--- src/rtl/btn_irq_ctrl_pkg.sv ---
// Shared types and constants for the button interrupt controller.
package btn_irq_ctrl_pkg;

  typedef enum logic [1:0] {
    IDLE    = 2'd0,
    REQ     = 2'd1,
    SERVICE = 2'd2
  } state_e;

  localparam logic [7:0] VEC_SRC0 = 8'd2;
  localparam logic [7:0] VEC_SRC1 = 8'd4;
  localparam logic [7:0] VEC_SRC2 = 8'd6;

  // Bit positions inside the CPU button register
  localparam int unsigned BIT_BTN0 = 4;
  localparam int unsigned BIT_A    = 3;
  localparam int unsigned BIT_B    = 2;
  localparam int unsigned BIT_SRC0 = 7;
  localparam int unsigned BIT_SRC1 = 4;
  localparam int unsigned BIT_SRC2 = 3;

  localparam int unsigned NUM_SRC = 3;

  // Highest-priority pending source: src2 > src1 > src0
  function automatic logic [1:0] pick_src(input logic [NUM_SRC-1:0] pend);
    if (pend[2])      return 2'd2;
    else if (pend[1]) return 2'd1;
    else              return 2'd0;
  endfunction

  function automatic logic [7:0] src_vec(input logic [1:0] src);
    case (src)
      2'd2:    return VEC_SRC2;
      2'd1:    return VEC_SRC1;
      default: return VEC_SRC0;
    endcase
  endfunction

endpackage

--- src/rtl/btn_irq_ctrl_debounce.sv ---
// One button: two-flop synchronizer, tick-sampled stability counter, debounced level.
module btn_debounce #(
  parameter int unsigned DEB_TICKS = 4,
  parameter int unsigned TICK_W    = 3
) (
  input  logic clk,
  input  logic rst,
  input  logic tick,
  input  logic raw_n,
  output logic level
);

  logic              sync1_q, sync1_d;
  logic              sync2_q, sync2_d;
  logic [TICK_W-1:0] cnt_q, cnt_d;
  logic              level_q, level_d;

  always_comb begin
    sync1_d = raw_n;
    sync2_d = sync1_q;
    cnt_d   = cnt_q;
    level_d = level_q;
    if (tick) begin
      if ((!sync2_q) != level_q) begin
        // The DEB_TICKS-th consecutive differing sample flips the level
        if (cnt_q == TICK_W'(DEB_TICKS - 1)) begin
          level_d = !level_q;
          cnt_d   = '0;
        end else begin
          cnt_d = cnt_q + TICK_W'(1);
        end
      end else begin
        cnt_d = '0;
      end
    end
  end

  always_ff @(posedge clk) begin
    if (rst) begin
      sync1_q <= 1'b0;
      sync2_q <= 1'b0;
      cnt_q   <= '0;
      level_q <= 1'b0;
    end else begin
      sync1_q <= sync1_d;
      sync2_q <= sync2_d;
      cnt_q   <= cnt_d;
      level_q <= level_d;
    end
  end

  assign level = level_q;

endmodule

--- src/rtl/btn_irq_ctrl.sv ---
// Button register plus a three-source prioritized interrupt controller.
module btn_irq_ctrl
  import btn_irq_ctrl_pkg::*;
#(
  parameter int unsigned DEB_TICKS = 4,
  parameter int unsigned TICK_W    = 3
) (
  input  logic       clk,
  input  logic       rst,
  input  logic       tick,
  input  logic [3:0] btn_n,
  input  logic       abtn_n,
  input  logic       bbtn_n,
  input  logic       irq_ack,
  input  logic       irq_eoi,
  output logic [7:0] btn_state,
  output logic       irq_req,
  output logic [7:0] irq_vec,
  output logic [2:0] pending
);

  localparam int unsigned NUM_IN = 6;

  logic [NUM_IN-1:0]  raw_n;
  logic [NUM_IN-1:0]  level;
  logic [NUM_SRC-1:0] src_lvl;
  logic [NUM_SRC-1:0] src_rise;
  logic [NUM_SRC-1:0] ack_clr;

  state_e             state_q, state_d;
  logic [1:0]         src_q, src_d;
  logic [NUM_SRC-1:0] prev_q, prev_d;
  logic [NUM_SRC-1:0] pending_q, pending_d;
  logic               irq_req_q, irq_req_d;
  logic [7:0]         irq_vec_q, irq_vec_d;

  assign raw_n = {bbtn_n, abtn_n, btn_n};

  for (genvar i = 0; i < NUM_IN; i++) begin : g_deb
    btn_debounce #(
      .DEB_TICKS(DEB_TICKS),
      .TICK_W   (TICK_W)
    ) u_deb (
      .clk  (clk),
      .rst  (rst),
      .tick (tick),
      .raw_n(raw_n[i]),
      .level(level[i])
    );
  end

  always_comb begin
    btn_state                 = 8'd0;
    btn_state[BIT_BTN0 +: 4]  = level[3:0];
    btn_state[BIT_A]          = level[4];
    btn_state[BIT_B]          = level[5];
  end

  assign src_lvl  = {btn_state[BIT_SRC2], btn_state[BIT_SRC1], btn_state[BIT_SRC0]};
  assign src_rise = src_lvl & ~prev_q;

  // Next state, pending bookkeeping and registered request outputs
  always_comb begin
    state_d = state_q;
    src_d   = src_q;
    ack_clr = '0;
    prev_d  = src_lvl;
    unique case (state_q)
      IDLE: begin
        if (pending_q != '0) begin
          state_d = REQ;
          src_d   = pick_src(pending_q);
        end
      end
      REQ: begin
        if (irq_ack) begin
          state_d = SERVICE;
          ack_clr = NUM_SRC'(1) << src_q;
        end
      end
      SERVICE: begin
        if (irq_eoi) state_d = IDLE;
      end
      default: state_d = IDLE;
    endcase
    // A rise on the ack cycle wins over the clear
    pending_d = (pending_q & ~ack_clr) | src_rise;
    irq_req_d = (state_d == REQ);
    irq_vec_d = (state_d == REQ) ? src_vec(src_d) : 8'd0;
  end

  always_ff @(posedge clk) begin
    if (rst) begin
      state_q   <= IDLE;
      src_q     <= 2'd0;
      prev_q    <= '0;
      pending_q <= '0;
      irq_req_q <= 1'b0;
      irq_vec_q <= 8'd0;
    end else begin
      state_q   <= state_d;
      src_q     <= src_d;
      prev_q    <= prev_d;
      pending_q <= pending_d;
      irq_req_q <= irq_req_d;
      irq_vec_q <= irq_vec_d;
    end
  end

  assign irq_req = irq_req_q;
  assign irq_vec = irq_vec_q;
  assign pending = pending_q;

endmodule

--- config.mk ---
export PLATFORM = sky130hd
export DESIGN_NAME = btn_irq_ctrl
export DESIGN_NICKNAME = d
export VERILOG_FILES = /design/src/rtl/btn_irq_ctrl_pkg.sv /design/src/rtl/btn_irq_ctrl_debounce.sv /design/src/rtl/btn_irq_ctrl.sv
export SDC_FILE = /design/constraint.sdc
export NUM_CORES = 1
export LEC_CHECK = 0
export BUFFER_PORTS_ARGS = -buffer_cell sky130_fd_sc_hd__buf_2
export CAP_MARGIN = 20
export CORE_MARGIN = 1
export CORE_UTILIZATION = 40
export CTS_BUF_LIST = sky130_fd_sc_hd__clkbuf_16
export DETAILED_ROUTE_END_ITERATION = 8
export MAX_ROUTING_LAYER = met4
export SYNTH_ARGS = -nofsm -noshare
export SYNTH_HDL_FRONTEND = slang
export SYNTH_SLANG_ARGS = --single-unit
--- constraint.sdc ---
create_clock -name clk -period 3.7 [get_ports clk]
set_input_delay 0.555 -clock clk [delete_from_list [all_inputs] [get_ports clk]]
set_output_delay 0.555 -clock clk [all_outputs]
set_load 0.01 [all_outputs]
==> run_summary.xml <==
<?xml version="1.0" encoding="UTF-8"?>
<metrics>
  <group name="cells_and_area">
    <metric name="num_antenna_cells" unit="">0</metric>
    <metric name="area.sequential" unit="um^2">981</metric>
    <metric name="layout.nets" unit="">219</metric>
    <metric name="multiInputGateArea" unit="um^2">802</metric>
    <metric name="num-fill-cells" unit="">437</metric>
    <metric name="layout-area-overhead-vs-synth" unit="%">11.3</metric>
    <metric name="layout-drive-gt1-share" unit="%">17.3</metric>
    <metric name="finish.utilization" unit="%">47.3</metric>
  </group>
  <group name="routing">
    <metric name="routed-via-count" unit="">1312</metric>
    <metric name="via_per_inst" unit="">5.17</metric>
    <metric name="drc" unit="">6</metric>
    <metric name="drt_iter0_drc" unit="">55</metric>
    <metric name="postRouteAntennaNets" unit="">0</metric>
    <metric name="detail_route.first_pass.iterations" unit="">8</metric>
    <metric name="drt-wirelength-per-cell" unit="um">13.2</metric>
    <metric name="postRouteWirelength" unit="um">3350</metric>
  </group>
  <group name="synth">
    <metric name="netlist_area" unit="um^2">1900</metric>
    <metric name="yosysSeqAreaShare" unit="%">51.5</metric>
    <metric name="synth_enable_flop_cells" unit="">0</metric>
    <metric name="synth_area_leader" unit="">dfxtp_1</metric>
    <metric name="synth_async_sr_flop_share" unit="%">0</metric>
    <metric name="post-synth-top-area-fraction" unit="%">51.5</metric>
    <metric name="synth_cell_types" unit="">31</metric>
    <metric name="synth.top_cells.by_count" unit="">49 x dfxtp_1, 22 x nor2b_1, 14 x buf_4</metric>
    <metric name="syn_area_per_cell" unit="um^2">10.3</metric>
    <metric name="post-synth-top-count-cell" unit="">dfxtp_1</metric>
    <metric name="synth-warning-count" unit="">0</metric>
    <metric name="ys_top_cells_by_area" unit="">dfxtp_1 52%, nor2b_1 7.2%, buf_4 5.5%, ha_1 4.6%, a21oi_1 3.2%</metric>
    <metric name="netlist_instances" unit="">184</metric>
    <metric name="ys_ff_latch" unit="">49</metric>
    <metric name="synth_flop_cell" unit="">dfxtp_1</metric>
  </group>
  <group name="critical_path">
    <metric name="critical_path_arrival" unit="ps">1660</metric>
    <metric name="critical_path_class" unit="">in2reg</metric>
    <metric name="worstSetupEndpointType" unit="">flop</metric>
    <metric name="worstPathMaxFanout" unit="">31</metric>
    <metric name="worst-path-buf-inv" unit="">1</metric>
    <metric name="cp_top_family" unit="">buffers and inverters</metric>
    <metric name="worstPathCellList" unit="">buf_2, nand2b_1, nor3_1, mux2_2</metric>
    <metric name="timing.critical_path.slowest_cell_delay" unit="ps">440</metric>
    <metric name="cpMaxStageDelayCell" unit="">buf_2</metric>
    <metric name="timing.critical_path.from_type" unit="">primary input</metric>
    <metric name="crit_required" unit="ps">3870</metric>
  </group>
  <group name="clock_network">
    <metric name="htreeDepth" unit="">2</metric>
    <metric name="cts_buffer_depth" unit="">2</metric>
    <metric name="cts_root_buffer" unit="">clkbuf_16</metric>
    <metric name="clkTransAtPathRegs" unit="ps">60</metric>
    <metric name="post_cts.resized_instances" unit="">0</metric>
    <metric name="clock_net_sink_count" unit="">49</metric>
    <metric name="cts-buffers-inserted" unit="">5</metric>
    <metric name="insertion_delay" unit="ps">280</metric>
    <metric name="hold_fix_buffers_at_cts" unit="">0</metric>
    <metric name="tritoncts" unit="">yes</metric>
    <metric name="cts_post_setup_buffers_inserted" unit="">0</metric>
  </group>
  <group name="global_route">
    <metric name="grt_antenna_before_repair" unit="">0</metric>
    <metric name="grtUsageTotal" unit="%">15.0</metric>
    <metric name="grt_overflow_total" unit="">0</metric>
    <metric name="grt_start_max_net_pins" unit="">32</metric>
    <metric name="grt_first_pass_wirelength" unit="um">5710</metric>
    <metric name="grt_pass1_vias" unit="">1294</metric>
  </group>
  <group name="placement">
    <metric name="pre_cts_ws" unit="ps">1890</metric>
    <metric name="gp_routability_congestion" unit="">0.817</metric>
    <metric name="io_buffer_count" unit="">22</metric>
    <metric name="place.detailed.hpwl" unit="um">2320</metric>
  </group>
  <group name="timing">
    <metric name="finalHoldViolations" unit="">0</metric>
    <metric name="setup_tns" unit="ps">0</metric>
    <metric name="max_freq" unit="MHz">671</metric>
    <metric name="final_max_slew_viol_count" unit="">0</metric>
    <metric name="tightest_slew" unit="ps">706</metric>
    <metric name="fin_skew" unit="ps">3.88</metric>
    <metric name="setup_ws" unit="ps">2210</metric>
    <metric name="slew-limit-headroom" unit="%">52.3</metric>
    <metric name="unrepaired_setup_endpoints_after_global_routing" unit="">no</metric>
    <metric name="finalCritPeriodShare" unit="%">40.3</metric>
    <metric name="period_needed" unit="ps">1490</metric>
    <metric name="finalSetupViolations" unit="">0</metric>
  </group>
  <group name="pwr">
    <metric name="pwr_cell_area" unit="nW/um^2">495</metric>
    <metric name="leakage" unit="nW">0.940</metric>
    <metric name="ir_drop" unit="mV">0.227</metric>
  </group>
  <group name="floorplan">
    <metric name="die_width" unit="um">71.0</metric>
    <metric name="design.die.area" unit="um^2">5040</metric>
    <metric name="core_region_area" unit="um^2">4470</metric>
    <metric name="die_h" unit="um">71.0</metric>
    <metric name="cell_rows" unit="">24</metric>
    <metric name="design.portCount" unit="">31</metric>
    <metric name="initial_utilization" unit="%">42.5</metric>
  </group>
  <group name="outcome">
    <metric name="failed_checks" unit="">DRC</metric>
    <metric name="outcome" unit="">complete, but fails checks</metric>
  </group>
  <group name="job">
    <metric name="timing.max_cap.violations" unit="">0</metric>
  </group>
  <group name="hold_path">
    <metric name="worstHoldPathType" unit="">reg2reg</metric>
  </group>
</metrics>
-- cells in the final DEF (no fill, tap or decap) --
master      n
a22o_1      5
nand2_2     1
or2_2       1
conb_1      8
mux2_2      5
xor2_1      5
nor2b_1    22
dfxtp_1    49
nand2b_1    5
o21ai_0     7
clkbuf_16   5
or4_1       1
a21oi_1    12
nor3_1      5
a32o_1      3
buf_2      22
nor2_1      6
xnor2_1     1
and3_1      5
inv_1       6
clkinv_2    1
nand3_1     1
and2_1      1
nand2_1     3
o31ai_1     1
or4b_1      2
o32ai_1     1
o41ai_1     1
a211oi_1    1
ha_1        7
a311oi_1    6
nand4bb_1   1
clkinv_1    2
-- through the flow --
step / power (W) / hold WS [ps] / area [um^2] / std cells
final: 0.00105 / 435 / 2120 / 254
after global routing: 0.00110 / 463 / 2120 / 254
after CTS: 0.00106 / 438 / 2120 / 254
after detailed placement: 0.000637 / 424 / 1980 / 246
after global placement: 0.000632 / 419 / 1980 / 246
after floorplan: 0.000624 / 412 / 1930 / 191
-- layout make-up --
type / instances / share of cell area, %
Inverter: 6 / 1.06
Timing Repair Buffer: 22 / 5.20
Clock buffer: 5 / 5.91
Sequential cell: 49 / 46.3
Clock inverter: 3 / 0.591
Tap cell: 52 / 3.07
Multi-Input combinational cell: 117 / 37.9
-- routing by layer --
metal	wire [um]	track usage [%]	up-vias
met3	138	4.42	5
li1	-	-	655
met5	0	-	-
met1	1590	17.8	619
met2	1570	24.1	33
met4	39	5.56	0
-- registers in the layout (all words and copies together) (netlist names) --
signal	count
g_deb.u_deb.sync1_q	6
prev_q	3
g_deb.u_deb.sync2_q	6
g_deb.u_deb.cnt_q	18
state_q	2
irq_req	1
src_q	2
g_deb.u_deb.level	6
pending	3
irq_vec	2
-- power breakdown --
part	internal (W)	switching [W]	total, W
Clock	0.000244	0.000179	0.000424
Sequential	0.000548	0.0000129	0.000561
Combinational	0.0000292	0.0000353	0.0000645
-- final timing paths --
check | cells past startpoint | to | slack (ps) | from
worst max-delay path | 4 | g_deb[1].u_deb.cnt_q[0]$_SDFFE_PP0P_ | 2210 | rst
worst min register to register | 1 | g_deb[3].u_deb.sync2_q$_SDFF_PP0_ | 430 | g_deb[3].u_deb.sync1_q$_SDFF_PP0_
worst max register to register | 3 | pending[2]$_SDFF_PP0_ | 2270 | state_q[0]$_SDFF_PP0_
worst min-delay path | 1 | g_deb[3].u_deb.sync2_q$_SDFF_PP0_ | 430 | g_deb[3].u_deb.sync1_q$_SDFF_PP0_
-- worst register-to-register path, delay by kind of cell (launching register included) --
kind / cells / cell delay, ps
AND/OR/NAND/NOR: 2 / 600
flip-flops: 1 / 450
AO/OA/AOI/OAI: 1 / 260
-- cells by family after synthesis --
logic type | Yosys count | synth area share, %
AND/OR/NAND/NOR | 54 | 16.9
flip-flops | 49 | 51.5
AO/OA/AOI/OAI | 37 | 13.3
buffers and inverters | 25 | 7.69
adder cells (fa/ha/maj) | 7 | 4.60
XOR/XNOR | 6 | 2.76
multiplexers | 5 | 2.96
other | 1 | 0.197
No activity file was read; power rests on OpenSTA's default activity.
